`config.mk`:
```
export PLATFORM = sky130hd
export DESIGN_NAME = axil_cmd_master
export DESIGN_NICKNAME = d
export VERILOG_FILES = /design/src/rtl/axil_cmd_master.sv
export SDC_FILE = /design/constraint.sdc
export NUM_CORES = 1
export LEC_CHECK = 0
export ABC_AREA = 1
export BUFFER_PORTS_ARGS = -buffer_cell sky130_fd_sc_hd__buf_2
export CORE_AREA = 2 2 106 108
export DETAILED_ROUTE_END_ITERATION = 16
export DIE_AREA = 0 0 108 110
export PLACE_DENSITY = 0.79
export SYNTH_ARGS = -nofsm -noshare
export SYNTH_HDL_FRONTEND = slang
export SYNTH_SLANG_ARGS = --single-unit
export TNS_END_PERCENT = 5
```
`constraint.sdc`:
```
create_clock -name i_w_aclk -period 1.6 [get_ports i_w_aclk]
set_input_delay 0.08 -clock i_w_aclk [delete_from_list [all_inputs] [get_ports i_w_aclk]]
set_output_delay 0.08 -clock i_w_aclk [all_outputs]
set_load 0.05 [all_outputs]
```
`src/rtl/axil_cmd_master.sv`:
```
// Purpose : AXI4-Lite master turning single-beat read/write commands into
//           AW/W/B or AR/R transactions, one transaction outstanding at a time.
// Ports   : i_w_aclk/i_w_areset_n clock and async active-low reset;
//           i_w_cmd_* / o_w_cmd_ready command in (valid/ready);
//           o_w_rsp_* / i_w_rsp_ready response out (valid/ready), o_w_err_sticky;
//           AW, W, B, AR, R channel signals towards the AXI4-Lite slave.
// Latency : accept -> rsp_valid is 3 cycles with an always-ready slave.
//           o_w_cmd_ready is the only combinational output (high only in IDLE).

module axil_cmd_master #(
  parameter int ADDR_WIDTH = 32,
  parameter int DATA_WIDTH = 32
) (
  input  logic                  i_w_aclk,
  input  logic                  i_w_areset_n,

  input  logic                  i_w_cmd_valid,
  output logic                  o_w_cmd_ready,
  input  logic                  i_w_cmd_write,
  input  logic [ADDR_WIDTH-1:0] i_w_cmd_addr,
  input  logic [DATA_WIDTH-1:0] i_w_cmd_wdata,

  output logic                  o_w_rsp_valid,
  input  logic                  i_w_rsp_ready,
  output logic                  o_w_rsp_write,
  output logic [1:0]            o_w_rsp_resp,
  output logic [DATA_WIDTH-1:0] o_w_rsp_rdata,
  output logic                  o_w_err_sticky,

  output logic                  o_w_awvalid,
  input  logic                  i_w_awready,
  output logic [ADDR_WIDTH-1:0] o_w_awaddr,
  output logic                  o_w_wvalid,
  input  logic                  i_w_wready,
  output logic [DATA_WIDTH-1:0] o_w_wdata,
  input  logic                  i_w_bvalid,
  output logic                  o_w_bready,
  input  logic [1:0]            i_w_bresp,

  output logic                  o_w_arvalid,
  input  logic                  i_w_arready,
  output logic [ADDR_WIDTH-1:0] o_w_araddr,
  input  logic                  i_w_rvalid,
  output logic                  o_w_rready,
  input  logic [1:0]            i_w_rresp,
  input  logic [DATA_WIDTH-1:0] i_w_rdata
);

  typedef enum logic [2:0] {
    S_IDLE,
    S_WR_AW_W,
    S_WR_B,
    S_RD_AR,
    S_RD_R,
    S_RSP
  } state_t;

  state_t                r_state;
  logic                  r_aw_done;
  logic                  r_w_done;
  logic [ADDR_WIDTH-1:0] r_addr;
  logic [DATA_WIDTH-1:0] r_wdata;
  logic                  r_awvalid;
  logic                  r_wvalid;
  logic                  r_bready;
  logic                  r_arvalid;
  logic                  r_rready;
  logic                  r_rsp_valid;
  logic                  r_rsp_write;
  logic [1:0]            r_rsp_resp;
  logic [DATA_WIDTH-1:0] r_rsp_rdata;
  logic                  r_err_sticky;

  logic w_cmd_hs;
  logic w_aw_hs;
  logic w_w_hs;
  logic w_b_hs;
  logic w_ar_hs;
  logic w_r_hs;
  logic w_rsp_hs;

  assign o_w_cmd_ready = (r_state == S_IDLE);

  // Handshakes are qualified by our own registered valid/ready, so slave
  // strobes arriving outside their wait state are ignored.
  assign w_cmd_hs = i_w_cmd_valid & o_w_cmd_ready;
  assign w_aw_hs  = r_awvalid & i_w_awready;
  assign w_w_hs   = r_wvalid & i_w_wready;
  assign w_b_hs   = r_bready & i_w_bvalid;
  assign w_ar_hs  = r_arvalid & i_w_arready;
  assign w_r_hs   = r_rready & i_w_rvalid;
  assign w_rsp_hs = r_rsp_valid & i_w_rsp_ready;

  always_ff @(posedge i_w_aclk or negedge i_w_areset_n) begin
    if (!i_w_areset_n) begin
      r_state      <= S_IDLE;
      r_aw_done    <= 1'b0;
      r_w_done     <= 1'b0;
      r_addr       <= '0;
      r_wdata      <= '0;
      r_awvalid    <= 1'b0;
      r_wvalid     <= 1'b0;
      r_bready     <= 1'b0;
      r_arvalid    <= 1'b0;
      r_rready     <= 1'b0;
      r_rsp_valid  <= 1'b0;
      r_rsp_write  <= 1'b0;
      r_rsp_resp   <= 2'b00;
      r_rsp_rdata  <= '0;
      r_err_sticky <= 1'b0;
    end else begin
      case (r_state)
        S_IDLE: begin
          if (w_cmd_hs) begin
            r_addr  <= i_w_cmd_addr;
            r_wdata <= i_w_cmd_wdata;
            if (i_w_cmd_write) begin
              r_state   <= S_WR_AW_W;
              r_awvalid <= 1'b1;
              r_wvalid  <= 1'b1;
              r_aw_done <= 1'b0;
              r_w_done  <= 1'b0;
            end else begin
              r_state   <= S_RD_AR;
              r_arvalid <= 1'b1;
            end
          end
        end

        // AW and W complete independently; leave once both are done,
        // counting a handshake happening on this very edge.
        S_WR_AW_W: begin
          if (w_aw_hs) begin
            r_awvalid <= 1'b0;
            r_aw_done <= 1'b1;
          end
          if (w_w_hs) begin
            r_wvalid <= 1'b0;
            r_w_done <= 1'b1;
          end
          if ((r_aw_done | w_aw_hs) & (r_w_done | w_w_hs)) begin
            r_state  <= S_WR_B;
            r_bready <= 1'b1;
          end
        end

        S_WR_B: begin
          if (w_b_hs) begin
            r_bready    <= 1'b0;
            r_rsp_valid <= 1'b1;
            r_rsp_write <= 1'b1;
            r_rsp_resp  <= i_w_bresp;
            r_rsp_rdata <= '0;
            if (i_w_bresp != 2'b00) begin
              r_err_sticky <= 1'b1;
            end
            r_state <= S_RSP;
          end
        end

        S_RD_AR: begin
          if (w_ar_hs) begin
            r_arvalid <= 1'b0;
            r_rready  <= 1'b1;
            r_state   <= S_RD_R;
          end
        end

        S_RD_R: begin
          if (w_r_hs) begin
            r_rready    <= 1'b0;
            r_rsp_valid <= 1'b1;
            r_rsp_write <= 1'b0;
            r_rsp_resp  <= i_w_rresp;
            r_rsp_rdata <= i_w_rdata;
            if (i_w_rresp != 2'b00) begin
              r_err_sticky <= 1'b1;
            end
            r_state <= S_RSP;
          end
        end

        S_RSP: begin
          if (w_rsp_hs) begin
            r_rsp_valid <= 1'b0;
            r_state     <= S_IDLE;
          end
        end

        default: begin
          r_state <= S_IDLE;
        end
      endcase
    end
  end

  // Address and write data share one register set: only one channel
  // group is ever active at a time.
  assign o_w_awaddr     = r_addr;
  assign o_w_araddr     = r_addr;
  assign o_w_wdata      = r_wdata;
  assign o_w_awvalid    = r_awvalid;
  assign o_w_wvalid     = r_wvalid;
  assign o_w_bready     = r_bready;
  assign o_w_arvalid    = r_arvalid;
  assign o_w_rready     = r_rready;
  assign o_w_rsp_valid  = r_rsp_valid;
  assign o_w_rsp_write  = r_rsp_write;
  assign o_w_rsp_resp   = r_rsp_resp;
  assign o_w_rsp_rdata  = r_rsp_rdata;
  assign o_w_err_sticky = r_err_sticky;

endmodule

```
# Yosys cells after proc, flatten, opt, wreduce, memory -nomap -nowiden
# Index checks and enable logic that the tools add are counted.
# classes
muxes	46
bitwise_logic	10
n_reduce_logical	19
n_eq_ne	17
# op_table
operator	count
two-way mux 32 bit	2
one-hot mux 32 bit (2 select lines)	1
two-way mux 1 bit	22
!= test 2 bit, second input constant	10
two-way mux 3 bit	6
one-hot mux 1 bit (2 select lines)	9
one-hot mux 3 bit (6 select lines)	1
AND reduction 4 bit	4
nonzero test 2 bit	7
AND reduction 3 bit	3
bitwise AND 1 bit	8
== test 3 x 2 -> 1 bit, second input constant	2
== test 3 bit, second input constant	2
two-way mux 2 bit	3
AND reduction 6 bit	1
AND reduction 5 bit	1
!= test 2 x 1 -> 1 bit, second input constant	2
one-hot mux 2 bit (2 select lines)	1
== test 3 x 1 -> 1 bit, second input constant	1
zero test 3 bit	1
one-hot mux 1 bit (3 select lines)	1
nonzero test 3 bit	1
OR 1 bit	2
AND reduction 2 bit	1
# word_totals
wordCells	107
register_bits	111
output_inout_bits	139
in_bits	110

# Logic depth before layout (Yosys ltp)
# depth
depth_word	5
ltp_mapped	10
ltp_nobuf	9

# Worst setup path after synthesis
# No wires, ideal clock.
# synth_path
kind	register to register
from	reg r_state[1]
to	reg r_addr[0], in the netlist o_w_araddr[0]
path_slack_ns	0.072
period_less_slack_ns	1.528
arrival_ns	1.410
path_buffers	2
path_stages_with_launch	9
cell_sequence	dfrtp_1 nor2_2 nand2_1 inv_2 nand2_2 buf_4 buf_2 nand2_1 nand2_1
# synth_between
elab_chain_cells	3
# synth_lines
element	line	rtl
start, declared	58	state_t r_state;
start signal, assigned	96	r_state <= S_IDLE;
start signal, assigned	118	r_state <= S_WR_AW_W;
start signal, assigned	124	r_state <= S_RD_AR;
zero test 3 bit (*)	82	assign o_w_cmd_ready = (r_state == S_IDLE);
named net o_w_cmd_ready	18	output logic o_w_cmd_ready,
bitwise AND 1 bit	86	assign w_cmd_hs = i_w_cmd_valid & o_w_cmd_ready;
AND reduction 2 bit (no line) (*)	--	
end signal, assigned	115	r_addr <= i_w_cmd_addr;
end, declared	61	logic [ADDR_WIDTH-1:0] r_addr;
# The timed path passes the listed nets; every way through them passes the cells marked *.
# A chain may end at the register's enable or synchronous reset.

# Worst setup path after layout
# layout_path
from	reg r_state[1]
to	reg r_rsp_rdata[11], in the netlist o_w_rsp_rdata[11]
# layout_between
elab_chain_cells	3
# layout_lines
element	line	rtl
== test 3 bit or == test 3 x 2 -> 1 bit (tied branches)	112	case (r_state)
!= test 2 bit (no line) or nonzero test 2 bit (tied branches)	--	
AND reduction 3 bit (no line)	--	
end signal, assigned	175	r_rsp_rdata <= i_w_rdata;
end, declared	71	logic [DATA_WIDTH-1:0] r_rsp_rdata;
# Parallel ways exist; a longest one is shown, timed or not.

==> summary.log <==
INFO  run_status     outcome=completed
INFO  setup_path     cp_cell_sequence=nor2_4 > nand3_1 > nand2_1 > inv_1 > nand2_1 > inv_2 > buf_12 > nand2_1 > nand2_1
INFO  grt            grt_first_pass_wirelength=23300um
INFO  job            max_cap_violations=0
INFO  place          dpl.hpwl=9000um
INFO  cts            clock_sink_count=111
INFO  routing        firstDrtPassIters=4
INFO  timing         hold_ws=0.0310ns
INFO  cts            cts.clk_slew.worst_paths=0.10ns
INFO  setup_path     cp_common_cell=nand2_1
INFO  setup_path     path_delay_family=simple AND/OR/NAND/NOR gates
INFO  setup_path     critical-path-max-stage-delay=0.46ns
INFO  yosys          number_of_synthesized_flops_with_an_enable_pin=0
INFO  setup_path     cp.arrival=1.79ns
INFO  power          worst_case_vdd_ir_drop=2.04mV
INFO  final_layout   layout.cells.non_filler=1013
INFO  place          gp_congestion=0.836
INFO  timing         worst_slew_pin_slew=0.363ns
INFO  cts            clock_insertion_delay_worst_skew=0.37ns
INFO  timing         timing.setup.tns=0ns
INFO  setup_path     cp-end-kind=flop
INFO  floorplanning  std_cell_rows=38
INFO  timing         final_max_slew_viol_count=0
INFO  yosys          synth_common_cells=nand2_1, dfrtp_1, buf_4
INFO  place          dpl.cell_count=902
INFO  final_layout   final_layout_size_suffix_gt1_share=32.9%
INFO  yosys          seq_area_frac_synth=58.9%
INFO  setup_path     timing.critical_path.slowest_stage_cell=dfrtp_2
INFO  routing        drtIter0Drc=335
INFO  cts            cts_max_path_buffers=2
INFO  setup_path     cp_launch_type=flop
INFO  grt            first_global_vias=4762
INFO  yosys          post-synth-top-count-cell=nand2_1
INFO  cts            cts-buffers-inserted=9
INFO  floorplanning  fp.dieArea=11900um^2
INFO  yosys          synth_area_per_cell=8.46um^2
INFO  grt            globalRoute.totalOverflow=0
INFO  yosys          synthDominantAreaCellType=dfrtp_1
INFO  yosys          net_count_after_synthesis=668
INFO  final_layout   antennaDiodeCount=0
INFO  power          leakage=0.00415uW
INFO  grt            global_routing_usage_summed_across_all_routing_layers=25.5%
INFO  yosys          netlist_instances=558
INFO  final_layout   sequential_cell_area=2780um^2
INFO  routing        wl_per_cell=15.2um
INFO  place          post-place-ws=0.0566ns
INFO  timing         slew_headroom=75.8%
INFO  cts            post_cts.repair.setup_buffers=0
INFO  routing        routed_wl=15400um
INFO  setup_path     critical_path_peak_fanout=32
INFO  timing         fin_ws=0.0616ns
INFO  cts            clock_tree.htree_level_count=3
INFO  yosys          area_share_of_the_leading_cell_type_in_the_synthesized_netlist=58.9%
INFO  yosys          syn-cell-area=4720um^2
INFO  timing         fmax=650MHz
INFO  grt            largest_net_degree_at_the_start_of_global_routing=46
INFO  yosys          synth-warning-count=0
INFO  floorplanning  floorplan.initialDensity=44.1%
INFO  setup_path     cp_data_required_time=1.85ns
INFO  final_layout   multiInputGateArea=1500um^2
INFO  routing        ant_nets=0
INFO  grt            grt_antenna_before_repair=0
INFO  timing         finalHoldViolCount=0
INFO  timing         clock_skew=0.00999ns
INFO  yosys          synthArstFlopShare=100%
INFO  floorplanning  placeableCoreArea=10700um^2
INFO  hold_path      timing.hold.worst.class=input port to flop
INFO  floorplanning  x_dimension_of_the_die=108um
INFO  final_layout   final_util=66.0%
INFO  timing         setup_viol_count_final=0
INFO  cts            clock-root-buffer=clkbuf_8
INFO  yosys          synth.lib_cells_used.distinct=19
INFO  setup_path     worst-path-buf-inv=3
INFO  timing         final_cycle_utilization_of_the_critical_path=96.2%
INFO  routing        vias_per_cell=4.73
INFO  routing        vias=4793
INFO  floorplanning  floorplan.die.height=110um
INFO  power          p_per_area=2410nW/um^2
INFO  yosys          post_synth_main_area_contributors=dfrtp_1, nand2_1, buf_4, buf_2, inv_1
INFO  timing         fin_crit=1.54ns
INFO  final_layout   synthToLayoutAreaGrowth=49.6%
INFO  floorplanning  i_o_pin_count=249
INFO  final_layout   num-fill-cells=801
INFO  yosys          ys_ff_latch=111
INFO  routing        drc=0
INFO  cts            tritoncts=done
INFO  setup_path     timing.setup.critical_path_class=flop to flop
INFO  place          placement.io_buffers=248
INFO  final_layout   final_nets=980
INFO  yosys          synthFlopType=dfrtp_1
[metrics by stage]
step	cell area, um^2	power, uW
2_1_floorplan	4720	13000
6_report	7060	17000
4_1_cts	7030	16800
5_1_grt	7060	18000
3_3_place_gp	5880	14800
3_5_place_dp	5880	15000
[final timing paths]
check,from,end,slack [ns],depth (start not counted)
worst max-delay path,r_state[1],o_w_rsp_rdata[11],0.06,9
worst min-delay path,i_w_rsp_ready,o_w_rsp_valid,0.03,4
worst max register to register,r_state[1],o_w_rsp_rdata[11],0.06,9
worst min register to register,r_w_done,r_w_done,0.48,2
max in group asynchronous,i_w_areset_n,r_state[1],0.97,3
min in group asynchronous,i_w_areset_n,o_w_wdata[1],0.10,2
[placed cells by master (no fill, tap or decap), types with 4 or more instances in the layout]
| cell | n |
|---|---|
| buf_2 | 247 |
| nand3_1 | 8 |
| inv_1 | 13 |
| nor2_1 | 7 |
| dlygate4sd3_1 | 97 |
| nand2_1 | 338 |
| buf_12 | 5 |
| nand4_1 | 4 |
| inv_2 | 4 |
| dfrtp_1 | 108 |
| clkbuf_8 | 9 |
| buf_4 | 4 |
[per-layer routing]
layer / share of wire (%) / GRT usage (%) / vias up
met5: 0 / 0 / -
met4: 4.2 / 13.7 / 0
met3: 8.5 / 6.76 / 46
met2: 50 / 45.0 / 259
met1: 37 / 28.2 / 2215
li1: - / - / 2273
[logic make-up (layout without fill, tap and decap cells)]
logic type,Yosys count,count (layout),share of synthesized area [%]
AOI/OAI and AO/OA,11,11,1.46
buffers and inverters,71,386,9.73
DFF,111,111,58.9
and+or+nand+nor,365,365,30.0
[flip-flops by register name, indices dropped and copies added, names as in the netlist, 2 cells and up]
register and count:
o_w_araddr 32, o_w_rsp_rdata 32, o_w_rsp_resp 2, o_w_wdata 32
r_state 3
[layout make-up]
type	instances	share of cell area, %
repair buffers	355	33.4
flip-flops and latches	111	39.4
inverters	17	0.904
clock buffers	9	1.75
multi-input cells	376	21.2
clock inverters	5	0.833
well taps	140	2.48
[what timing repair did]
action | CTS | global route
hold buffers | 97 | 0
endpoints found under the hold margin | 207 | 0
endpoints found under the setup margin | 0 | 62
resized for setup | 0 | 8
[tightest hold or removal path, cell delays in order]
cell     delay [ns]
buf_2          0.08
nand2_1        0.05
nor2_1         0.10
a21oi_1        0.04
[where the power goes]
group / internal, uW / switching [uW]
Clock: 711 / 909
Sequential: 4020 / 847
Combinational: 2310 / 8200
Total: 7040 / 9950
(Power assumes the default switching activity.)
